<file path="src/rtl/pocket_pkg.sv">
// Purpose: shared types and widths for the pocket detector.
// Latency: n/a (declarations only).
// Backpressure: n/a.
package pocket_pkg;

   localparam int CNT_W  = 11;  // per-hole overlap counter width
   localparam int IDX_W  = 3;   // hole index width
   localparam int CONF_W = 3;   // confirm counter width (CONFIRM_FRAMES <= 7)

   typedef enum logic [1:0] {
      TRACK      = 2'd0,
      CANDIDATE  = 2'd1,
      REPORT     = 2'd2,
      WAIT_CLEAR = 2'd3
   } pocket_state_t;

endpackage

</file>
<file path="src/rtl/overlap_counter.sv">
// Purpose: saturating per-hole ball/hole overlap counter with per-frame snapshot.
// Latency: cnt reflects hits one cycle later; snap loads on the startOfFrame edge.
// Backpressure: none, counts every qualifying pixel.
// Ports: clk, reset (sync, active-high), start_of_frame, hit (overlapping pixel),
//        cnt (running count of the current frame), snap (count of the previous frame).
module overlap_counter
   import pocket_pkg::*;
(
   input  logic             clk,
   input  logic             reset,
   input  logic             start_of_frame,
   input  logic             hit,
   output logic [CNT_W-1:0] cnt,
   output logic [CNT_W-1:0] snap
);

   localparam logic [CNT_W-1:0] CNT_MAX = '1;

   logic [CNT_W-1:0] cnt_q, cnt_d;
   logic [CNT_W-1:0] snap_q, snap_d;

   always_comb begin
      cnt_d  = cnt_q;
      snap_d = snap_q;
      if (start_of_frame) begin
         // The frame just ended is captured; the pixel of this cycle already
         // belongs to the new frame.
         snap_d = cnt_q;
         cnt_d  = hit ? CNT_W'(1) : '0;
      end else if (hit && (cnt_q != CNT_MAX)) begin
         cnt_d = cnt_q + CNT_W'(1);
      end
   end

   always_ff @(posedge clk) begin
      if (reset) begin
         cnt_q  <= '0;
         snap_q <= '0;
      end else begin
         cnt_q  <= cnt_d;
         snap_q <= snap_d;
      end
   end

   assign cnt  = cnt_q;
   assign snap = snap_q;

endmodule

</file>
<file path="src/rtl/pocket_detector.sv">
// Purpose: detects a ball dropping into a hole from per-frame overlap counts.
// Latency: pocketReq rises one cycle after the confirming startOfFrame.
// Backpressure: pocketReq/pocketHole held until pocketAck is seen.
// Ports: clk, reset (sync, active-high), startOfFrame, drawingRequestBall,
//        drawingRequestHole[NUM_HOLES], ballActive, pocketAck -> pocketReq, pocketHole.
module pocket_detector
   import pocket_pkg::*;
#(
   parameter int NUM_HOLES         = 6,
   parameter int OVERLAP_THRESHOLD = 64,
   parameter int CONFIRM_FRAMES    = 2
) (
   input  logic                 clk,
   input  logic                 reset,
   input  logic                 startOfFrame,
   input  logic                 drawingRequestBall,
   input  logic [NUM_HOLES-1:0] drawingRequestHole,
   input  logic                 ballActive,
   input  logic                 pocketAck,
   output logic                 pocketReq,
   output logic [IDX_W-1:0]     pocketHole
);

   localparam logic [CNT_W-1:0]  THR      = CNT_W'(OVERLAP_THRESHOLD);
   localparam logic [CONF_W-1:0] CONF_TGT = CONF_W'(CONFIRM_FRAMES);

   logic [CNT_W-1:0] cur_cnt  [NUM_HOLES];
   logic [CNT_W-1:0] snap_cnt [NUM_HOLES];

   genvar gi;
   generate
      for (gi = 0; gi < NUM_HOLES; gi++) begin : g_hole
         overlap_counter u_cnt (
            .clk            (clk),
            .reset          (reset),
            .start_of_frame (startOfFrame),
            .hit            (ballActive & drawingRequestBall & drawingRequestHole[gi]),
            .cnt            (cur_cnt[gi]),
            .snap           (snap_cnt[gi])
         );
      end
   endgenerate

   // Evaluation happens in the startOfFrame cycle itself, on the value being
   // written into each snapshot register, so the decision is not delayed a cycle.
   logic             qual_vld;
   logic [IDX_W-1:0] qual_idx;

   always_comb begin
      qual_vld = 1'b0;
      qual_idx = '0;
      // Scan high to low so the lowest qualifying index wins.
      for (int i = NUM_HOLES - 1; i >= 0; i--) begin
         if (cur_cnt[i] >= THR) begin
            qual_vld = 1'b1;
            qual_idx = IDX_W'(i);
         end
      end
   end

   pocket_state_t     state_q, state_d;
   logic [IDX_W-1:0]  cand_idx_q, cand_idx_d;
   logic [CONF_W-1:0] confirm_cnt_q, confirm_cnt_d;
   logic              pocket_req_q, pocket_req_d;
   logic [IDX_W-1:0]  pocket_hole_q, pocket_hole_d;

   always_comb begin
      state_d       = state_q;
      cand_idx_d    = cand_idx_q;
      confirm_cnt_d = confirm_cnt_q;

      unique case (state_q)
         TRACK: begin
            if (startOfFrame && qual_vld) begin
               cand_idx_d    = qual_idx;
               confirm_cnt_d = CONF_W'(1);
               state_d       = (CONF_TGT == CONF_W'(1)) ? REPORT : CANDIDATE;
            end
         end
         CANDIDATE: begin
            if (startOfFrame) begin
               if (!qual_vld) begin
                  state_d = TRACK;
               end else if (qual_idx == cand_idx_q) begin
                  confirm_cnt_d = confirm_cnt_q + CONF_W'(1);
                  if (confirm_cnt_d >= CONF_TGT) state_d = REPORT;
               end else begin
                  cand_idx_d    = qual_idx;
                  confirm_cnt_d = CONF_W'(1);
               end
            end
         end
         REPORT: begin
            // pocketReq is high exactly while in REPORT, so any ack here is valid;
            // frame evaluations are ignored.
            if (pocketAck) state_d = WAIT_CLEAR;
         end
         WAIT_CLEAR: begin
            if (!ballActive) state_d = TRACK;
         end
         default: state_d = TRACK;
      endcase

      pocket_req_d  = (state_d == REPORT);
      pocket_hole_d = pocket_req_d ? cand_idx_d : '0;
   end

   always_ff @(posedge clk) begin
      if (reset) begin
         state_q       <= TRACK;
         cand_idx_q    <= '0;
         confirm_cnt_q <= '0;
         pocket_req_q  <= 1'b0;
         pocket_hole_q <= '0;
      end else begin
         state_q       <= state_d;
         cand_idx_q    <= cand_idx_d;
         confirm_cnt_q <= confirm_cnt_d;
         pocket_req_q  <= pocket_req_d;
         pocket_hole_q <= pocket_hole_d;
      end
   end

   assign pocketReq  = pocket_req_q;
   assign pocketHole = pocket_hole_q;

endmodule

</file>
<file path="config.mk">
export PLATFORM = sky130hd
export DESIGN_NAME = pocket_detector
export DESIGN_NICKNAME = d
export VERILOG_FILES = /design/src/rtl/pocket_pkg.sv /design/src/rtl/overlap_counter.sv /design/src/rtl/pocket_detector.sv
export SDC_FILE = /design/constraint.sdc
export NUM_CORES = 1
export LEC_CHECK = 0
export ABC_AREA = 1
export BUFFER_PORTS_ARGS = -buffer_cell sky130_fd_sc_hd__buf_2
export CORE_ASPECT_RATIO = 0.8
export CORE_MARGIN = 2
export CORE_UTILIZATION = 50
export CTS_CLUSTER_DIAMETER = 100
export DETAILED_ROUTE_END_ITERATION = 8
export MAX_ROUTING_LAYER = met4
export PLACE_DENSITY = 0.66
export RECOVER_POWER = 25
export SYNTH_ARGS = -nofsm -noshare
export SYNTH_HDL_FRONTEND = slang
export SYNTH_HIERARCHICAL = 1
export SYNTH_SLANG_ARGS = --single-unit
</file>
<file path="constraint.sdc">
create_clock -name clk -period 3 [get_ports clk]
set_input_delay 0.3 -clock clk [delete_from_list [all_inputs] [get_ports clk]]
set_output_delay 0.3 -clock clk [all_outputs]
set_load 0.1 [all_outputs]
</file>
# After elaboration in Yosys (flattened, before gate mapping)
# Cells that the tools add are included.
[totals]
register_bits = 78
in_bits = 12
output_inout_bits = 4
elab_cells = 112
[op_classes]
addsub = 7
order_cmp = 7
n_eq_ne = 14
muxes = 48
bitwise = 8
reduce_logical = 17
[op_table]
columns = ["operator", "n"]
rows = [
  ["11-bit two-way mux", 12],
  ["11-bit by 1-bit adder with 11-bit output, second input constant", 6],
  ["11-bit by 7-bit >= comparator with 1-bit output, second input constant", 6],
  ["11-bit inequality test, second input constant", 6],
  ["3-bit two-way mux", 14],
  ["2-bit two-way mux", 7],
  ["2-bit nonzero test", 7],
  ["1-bit two-way mux", 12],
  ["3-bit one-hot mux with 2 select lines", 2],
  ["2-bit one-hot mux with 4 select lines", 1],
  ["1-bit bitwise AND", 7],
  ["1-bit logical AND", 7],
  ["2-bit == test, second input constant", 3],
  ["2-bit inequality test, second input constant", 3],
  ["4-bit AND reduction", 1],
  ["3-bit by 1-bit adder with 3-bit output, second input constant", 1],
  ["3-bit == test", 1],
  ["3-bit by 2-bit >= comparator with 1-bit output, second input constant", 1],
  ["2-bit by 1-bit == test with 1-bit output, second input constant", 1],
  ["2-bit zero test", 1],
  ["2-bit OR reduction", 1],
  ["1-bit NOT", 1],
]

# Logic depth before layout (Yosys ltp)
# Gate-level depths: netlist of run 1.
[depth]
word_depth = 15
mapped_depth = 17
ltp_nobuf = 17

# By module
# Netlist of run 1, hierarchy kept.
[by_module_without_submodules]
columns = ["mod", "instances", "cells_each", "area_per_inst_um2", "seq_area_each_um2"]
rows = [
  ["overlap_counter", 6, 149, 1104.8, 440.4],
  ["pocket_detector", 1, 138, 849.6, 240.2],
]

# Least setup slack after synthesis of run 1
# No wires, ideal clock.
[synth_timing]
path_kind = "register to register"
startpoint = "register g_hole[1].u_cnt.cnt_q[7]"
endpoint = "register pocket_hole_q[0] (netlist: pocketHole[0])"
setup_ps = 64
arrival_time_ps = 1548
required_ps = 2936
path_slack_ps = 1387
stages_incl_launch_ff = 13
n_path_buf = 0
period_less_slack_ps = 1613
path_cell_list = "dfxtp_1 > nor2_1 > nand3b_1 > nor2_4 > nand2_1 > nand2_1 > nand2_1 > nor2_2 > and3_1 > nand3_2 > a21oi_4 > nand3_2 > nor2_1"
[synth_between]
elab_chain_cells = 11
elab_cells_between_ends = 20
cone_classes = "order compare: 1; eq/ne: 2; mux: 14; bitwise: 1; reduce/logical: 2"
[synth_rtl]
columns = ["item", "line_no", "text"]
rows = [
  ["from (decl)", "overlap_counter.sv:19", "logic [CNT_W-1:0] cnt_q, cnt_d;"],
  ["from (signal assigned)", "overlap_counter.sv:40", "cnt_q <= cnt_d;"],
  ["11-bit by 7-bit >= comparator with 1-bit output (*)", "pocket_detector.sv:54", "if (cur_cnt[i] >= THR) begin"],
  ["3-bit two-way mux (2 in series)", "pocket_detector.sv:54", ""],
  ["3-bit == test", "pocket_detector.sv:84", "end else if (qual_idx == cand_idx_q) begin"],
  ["2-bit two-way mux", "pocket_detector.sv:84", ""],
  ["2-bit two-way mux", "pocket_detector.sv:82", "if (!qual_vld) begin"],
  ["2-bit two-way mux", "pocket_detector.sv:81", "if (startOfFrame) begin"],
  ["2-bit one-hot mux with 4 select lines", "pocket_detector.sv:72", "unique case (state_q)"],
  ["2-bit == test", "pocket_detector.sv:104", "pocket_req_d = (state_d == REPORT);"],
  ["1-bit NOT (no line)", "--", ""],
  ["2-bit OR reduction (no line)", "--", ""],
  ["to (signal assigned)", "pocket_detector.sv:120", "pocket_hole_q <= pocket_hole_d;"],
  ["to (decl)", "pocket_detector.sv:65", "logic [IDX_W-1:0] pocket_hole_q, pocket_hole_d;"],
]
# Every way passes the cells marked *; elsewhere a longest branch is shown, timed or not.
# A chain may end at the register's enable or synchronous reset.

# Worst setup path after layout of run 1
[layout_timing]
startpoint = "register g_hole[2].u_cnt.cnt_q[0]"
endpoint = "register g_hole[2].u_cnt.cnt_q[6]"
[layout_between]
elab_chain_cells = 3
elab_cells_between_ends = 6
cone_classes = "add/sub: 1; eq/ne: 1; mux: 2; reduce/logical: 2"
[layout_rtl]
columns = ["item", "line_no", "text"]
rows = [
  ["from (decl)", "overlap_counter.sv:19", ""],
  ["from (signal assigned)", "overlap_counter.sv:40", ""],
  ["11-bit by 1-bit adder with 11-bit output or 11-bit inequality test (tied branches)", "overlap_counter.sv:31, overlap_counter.sv:30", ""],
  ["11-bit two-way mux or 1-bit logical AND (tied branches)", "overlap_counter.sv:30", "end else if (hit && (cnt_q != CNT_MAX)) begin"],
  ["11-bit two-way mux or 2-bit nonzero test (tied branches)", "--", ""],
]
# Several ways; a longest one is shown, not always the timed one. The select of a mux whose other input is x is not followed.

==> run_results.csv, run 1 <==
group,metric,value,unit
status,status,"completed",
synth,synth_fp_nets,830,
detailed_routing,firstDrtPassIters,5,
sta,timing.fmax,501,MHz
sta,slew_viol_final,0,
critical_path,worstPathRequired,3.22,ns
floorplan,io-pin-count,16,
placed_design,globalplace.congestion,0.875,
sta,maxSlewHeadroom,0.181,
global_route,antenna_found_initial,0,
sta,rsz0062_at_grt,"no",
clocking,post_cts_buffers,0,
global_route,gr-total-overflow,0,
power_and_ir_drop,p_sw_frac,0.263,
clocking,clk_path_buf_depth,2,
final_layout,final_common_cell,"nand2_1",
hold_path,holdCritPathClass,"in2reg",
power_and_ir_drop,switchingPower,0.627,mW
clocking,cts_tree,"done",
synth,yosys_warnings,6,
placed_design,dp_hpwl,8.55,mm
global_route,grt_max_degree,26,
clocking,clkTransAtPathRegs,0.06,ns
final_layout,finalNetCount,830,
floorplan,row_count,33,
final_layout,syn_to_final_growth,3.05,%
clocking,htreeDepth,3,
final_layout,drive_gt1_frac,0.127,
detailed_routing,postRouteAntennaNets,0,
clocking,cts_hold_buffers,0,
power_and_ir_drop,power_frac_seq,0.459,
synth,syn_area,5410,um^2
global_route,grt_pass1_vias,4625,
critical_path,arrival,2.21,ns
power_and_ir_drop,peakVddDrop,327,uV
sta,tns,0,ns
clocking,cts.sinks,78,
floorplan,core_area,10400,um^2
sta,fin_crit,1.99,ns
job,maxCapViolCount,0,
sta,fin_skew,0.00453,ns
critical_path,worstPathMaxFanout,9,
detailed_routing,avgViaCountPerCell,5.07,
global_route,grt_pass1_wl,20.4,mm
power_and_ir_drop,clockPowerShare,0.418,
sta,timing.final.crit_share,0.665,
placed_design,placedInstanceArea,5470,um^2
sta,setup_viol,0,
synth,syn_avg_cell_area,6.68,um^2
critical_path,end_kind,"flop",
detailed_routing,first_iter_violations,395,
final_layout,diodes,0,
floorplan,dieArea,11700,um^2
clocking,worstSkewPairLatency,0.33,ns
power_and_ir_drop,p_per_area,428,nW/um^2
clocking,cts_buffers,9,
final_layout,final_area,5580,um^2
sta,hold_viol_final,0,
detailed_routing,vias,4834,
clocking,cts_root_buf,"clkbuf_16",
floorplan,die_y,97.1,um
global_route,gr-usage-all-layers,0.216,
power_and_ir_drop,p_int,1.76,mW
detailed_routing,wl,11.5,mm
placed_design,placement.io_buffers,15,
final_layout,final_core_util,0.536,
detailed_routing,drc,0,
power_and_ir_drop,share_comb_of_total_power,0.123,
critical_path,crit_type,"reg2reg",
detailed_routing,wl_per_cell,12.1,um
critical_path,start_kind,"flop",
floorplan,initial_core_util,0.520,
power_and_ir_drop,leakage,2.28,nW
clocking,cts_resized,0,
sta,tightest_slew,1.23,ns
final_layout,final_cell_mix,"199 x nand2_1, 122 x inv_1, 91 x nor2_1, 91 x nand3_1, 78 x dfxtp_1",
floorplan,dieWidth,120,um
synth,syn_inst,810,
==> worst paths after layout <==
check / from / to / slack (ns) / depth (start not counted)
worst max-delay path: g_hole[2].u_cnt/cnt[0] / g_hole[2].u_cnt/cnt[6] / 1.01 / 8
worst min-delay path: pocketAck / state_q[0] / 0.39 / 5
worst max register to register: g_hole[2].u_cnt/cnt[0] / g_hole[2].u_cnt/cnt[6] / 1.01 / 8
worst min register to register: confirm_cnt_q[2] / confirm_cnt_q[2] / 0.48 / 2
==> per-layer routing <==
metal / part of all wire / wire length (um) / global-route usage
met4: 0.015 / 177 / 0.0671
met5: 0 / 0 / -
met1: 0.48 / 5540 / 0.279
met2: 0.46 / 5260 / 0.342
met3: 0.048 / 549 / 0.0434
==> power groups by stage <==
stage	clock [mW]	combinational [mW]	sequential, mW
6_report	0.997	0.294	1.09
5_1_grt	1.08	0.336	1.10
4_1_cts	1.03	0.301	1.09
3_5_place_dp	0	0.299	1.12
3_3_place_gp	0	0.293	1.12
2_1_floorplan	0	0.246	1.11
==> layout make-up <==
| cell class | instances | area, um^2 |
|---|---|---|
| Fill cell | 1019 | 4830 |
| Multi-Input combinational cell | 573 | 2990 |
| Sequential cell | 78 | 1560 |
| Inverter | 128 | 480 |
| Clock buffer | 14 | 264 |
| Tap cell | 140 | 175 |
| Timing Repair Buffer | 20 | 108 |
| Clock inverter | 1 | 5.00 |
==> critical path, stage by stage, from the launching register on <==
cell and delay, ns:
dfxtp_1 0.39, ha_1 0.22, nand2_1 0.09, nor2_1 0.16, nand3_1 0.22, nand2_1 0.29
nand2_1 0.29, nand2_1 0.15, a21oi_1 0.07
==> metrics by stage <==
stage	total power [mW]	worst slack [ns]	std cells	hold WS, ns
2_1_floorplan	1.36	1.39	810	0.369
3_3_place_gp	1.41	1.12	939	0.473
3_5_place_dp	1.42	1.06	939	0.482
4_1_cts	2.43	1.01	954	0.390
5_1_grt	2.51	0.746	954	0.448
6_report	2.39	1.01	954	0.394
==> registers in the layout, indices dropped and copies added (netlist names) <==
register / count
cand_idx_q: 3
confirm_cnt_q: 3
g_hole.u_cnt/cnt: 66
pocketHole: 3
pocketReq: 1
state_q: 2
No activity file was read; power rests on OpenSTA's default activity.
==> inputs of run 2 (changes only) <==
--- a/config.mk
+++ b/config.mk
@@ -13,7 +13,7 @@
 export CTS_CLUSTER_DIAMETER = 100
 export DETAILED_ROUTE_END_ITERATION = 8
 export MAX_ROUTING_LAYER = met4
-export PLACE_DENSITY = 0.66
+export PLACE_DENSITY = 0.68
 export RECOVER_POWER = 25
 export SYNTH_ARGS = -nofsm -noshare
 export SYNTH_HDL_FRONTEND = slang
==> constraint.sdc (replaced) <==
create_clock -name clk -period 1.6 [get_ports clk]
set_input_delay 0.16 -clock clk [delete_from_list [all_inputs] [get_ports clk]]
set_output_delay 0.16 -clock clk [all_outputs]
set_load 0.1 [all_outputs]
==> run_results.csv, run 2 (synthesized netlist as in run 1, its figures left out) <==
group,metric,value,unit
status,status,"finished, violations left",
status,violations,"negative setup slack",
final_layout,syn_to_final_growth,13.0,%
sta,slew_viol_final,0,
sta,timing.final.crit_share,1.13,
clocking,worstSkewPairLatency,0.33,ns
sta,maxSlewHeadroom,0.617,
sta,hold_viol_final,0,
detailed_routing,drc,0,
global_route,gr-usage-all-layers,0.223,
detailed_routing,wl_per_cell,12.2,um
critical_path,reg2reg_to,"pocketHole[0]",
global_route,grt_pass1_wl,20.9,mm
hold_path,holdCritPathClass,"in2reg",
placed_design,placedInstanceArea,5790,um^2
final_layout,finalNetCount,877,
placed_design,place_inst,982,
floorplan,core_area,10400,um^2
sta,rsz0062_at_grt,"yes",
sta,setup_viol,20,
floorplan,dieArea,11700,um^2
power_and_ir_drop,p_per_area,756,nW/um^2
sta,fin_skew,0.00709,ns
final_layout,fillers,1008,
detailed_routing,avgViaCountPerCell,5.00,
sta,setup_ws,-0.216,ns
floorplan,initial_core_util,0.520,
final_layout,final_area,6120,um^2
critical_path,rrSetupSlack,-0.22,ns
final_layout,final_cell_mix,"191 x nand2_1, 119 x inv_1, 87 x nand3_1",
power_and_ir_drop,peakVddDrop,684,uV
placed_design,dp_hpwl,9.16,mm
clocking,clkTransAtPathRegs,0.06,ns
detailed_routing,first_iter_violations,414,
detailed_routing,vias,5001,
global_route,antenna_found_initial,0,
sta,tightest_slew,0.577,ns
sta,fin_crit,1.82,ns
clocking,cts_root_buf,"clkbuf_16",
detailed_routing,wl,12.2,mm
floorplan,row_count,33,
final_layout,drive_gt1_frac,0.226,
hold_path,hold_path_depth,2,
power_and_ir_drop,leakage,2.55,nW
clocking,cts_hold_buffers,0,
placed_design,placement.io_buffers,15,
global_route,grt_max_degree,20,
final_layout,final_cells,1001,
job,maxCapViolCount,0,
clocking,cts.sinks,78,
critical_path,worstPathRequired,1.82,ns
final_layout,diodes,0,
final_layout,largest_register_ffs,66,
floorplan,die_y,97.1,um
detailed_routing,postRouteAntennaNets,0,
critical_path,worstPathMaxFanout,4,
critical_path,r2r_cells,16,
final_layout,multi_input_area,3150,um^2
placed_design,place_ws,-0.139,ns
final_layout,final_common_cell,"nand2_1",
floorplan,dieWidth,120,um
critical_path,end_kind,"flop",
clocking,cts_tree,"done",
clocking,cts_buffers,9,
global_route,grt_pass1_vias,4652,
floorplan,io-pin-count,16,
placed_design,globalplace.congestion,0.865,
hold_path,min_from,"reset",
global_route,gr-total-overflow,0,
final_layout,regArea,1570,um^2
critical_path,crit_type,"reg2reg",
critical_path,start_kind,"flop",
hold_path,hold_end,"g_hole[5].u_cnt/cnt[2]",
clocking,clk_path_buf_depth,2,
critical_path,r2r_start,"g_hole[1].u_cnt/cnt[9]",
critical_path,arrival,2.03,ns
detailed_routing,firstDrtPassIters,5,
clocking,htreeDepth,3,
sta,timing.fmax,551,MHz
## run 2: changes by cell type in the layout (fill, tap and decap cells not counted), moves of 7 or more
cell	delta
nor2_2	+7
nor2_1	-9
dfxtp_1	-9
nand2_1	-8
dfxtp_2	+9
buf_4	+47
## run 2: final cells by class
type / instances / area share
Timing Repair Buffer: 67 / 0.0761
Inverter: 128 / 0.0785
Multi-Input combinational cell: 573 / 0.516
Clock inverter: 1 / 0.000818
Tap cell: 140 / 0.0286
Clock buffer: 14 / 0.0432
Sequential cell: 78 / 0.257
## run 2: worst max path at each step
stage                                 from            end  slack (ns)  depth (start not counted)
floorplan           g_hole[1].u_cnt/cnt[7]  pocketHole[0]      -0.006                         12
global placement    g_hole[1].u_cnt/cnt[9]  pocketHole[2]       -0.08                         12
detailed placement  g_hole[1].u_cnt/cnt[9]  pocketHole[0]       -0.14                         12
CTS                 g_hole[1].u_cnt/cnt[9]  pocketHole[2]       -0.14                         12
global route        g_hole[1].u_cnt/cnt[9]  pocketHole[1]       -0.33                         15
finish              g_hole[1].u_cnt/cnt[9]  pocketHole[0]       -0.22                         16
## run 2: repair_timing
item                       in CTS  in global routing
pin swaps                       6                  6
cloned                          0                  0
setup endpoints to repair      11                 40
buffers inserted                2                  2
resized for setup              13                 21
## run 2: stage by stage
step                       util  hold slack [ns]  TNS (ns)  power (mW)
final                     0.588            0.269     -2.19        4.63
after global routing      0.588            0.290     -6.35        4.84
after CTS                 0.587            0.248    -0.605        4.66
after detailed placement  0.557            0.471    -0.680        2.75
after global placement    0.557            0.465    -0.284        2.73
after floorplan               -            0.229   -0.0177        2.55
## run 2: worst max-delay path, cell delays in order, from the launching register on
cell	delay (ns)
dfxtp_2	0.32
nor2_2	0.09
nand3b_1	0.14
nor2_4	0.18
buf_4	0.13
buf_4	0.10
nand4_1	0.07
nand2_1	0.08
nor2_2	0.04
nand4_1	0.07
nand2_1	0.07
nand2_1	0.07
nand2_1	0.05
nand2_1	0.06
nand2_2	0.07
nand3_4	0.11
nor2_1	0.05
## run 2: report_power, final
group,switching (mW),internal (mW),total [mW]
Sequential,0.0440,1.99,2.04
Combinational,0.448,0.286,0.734
Clock,0.729,1.13,1.85
## run 2: layer usage
metal,vias up,track usage,part of all wire
met4,0,0.0635,0.015
met3,20,0.0505,0.046
li1,2637,-,-
met5,-,-,0
met2,94,0.350,0.46
met1,2250,0.289,0.48
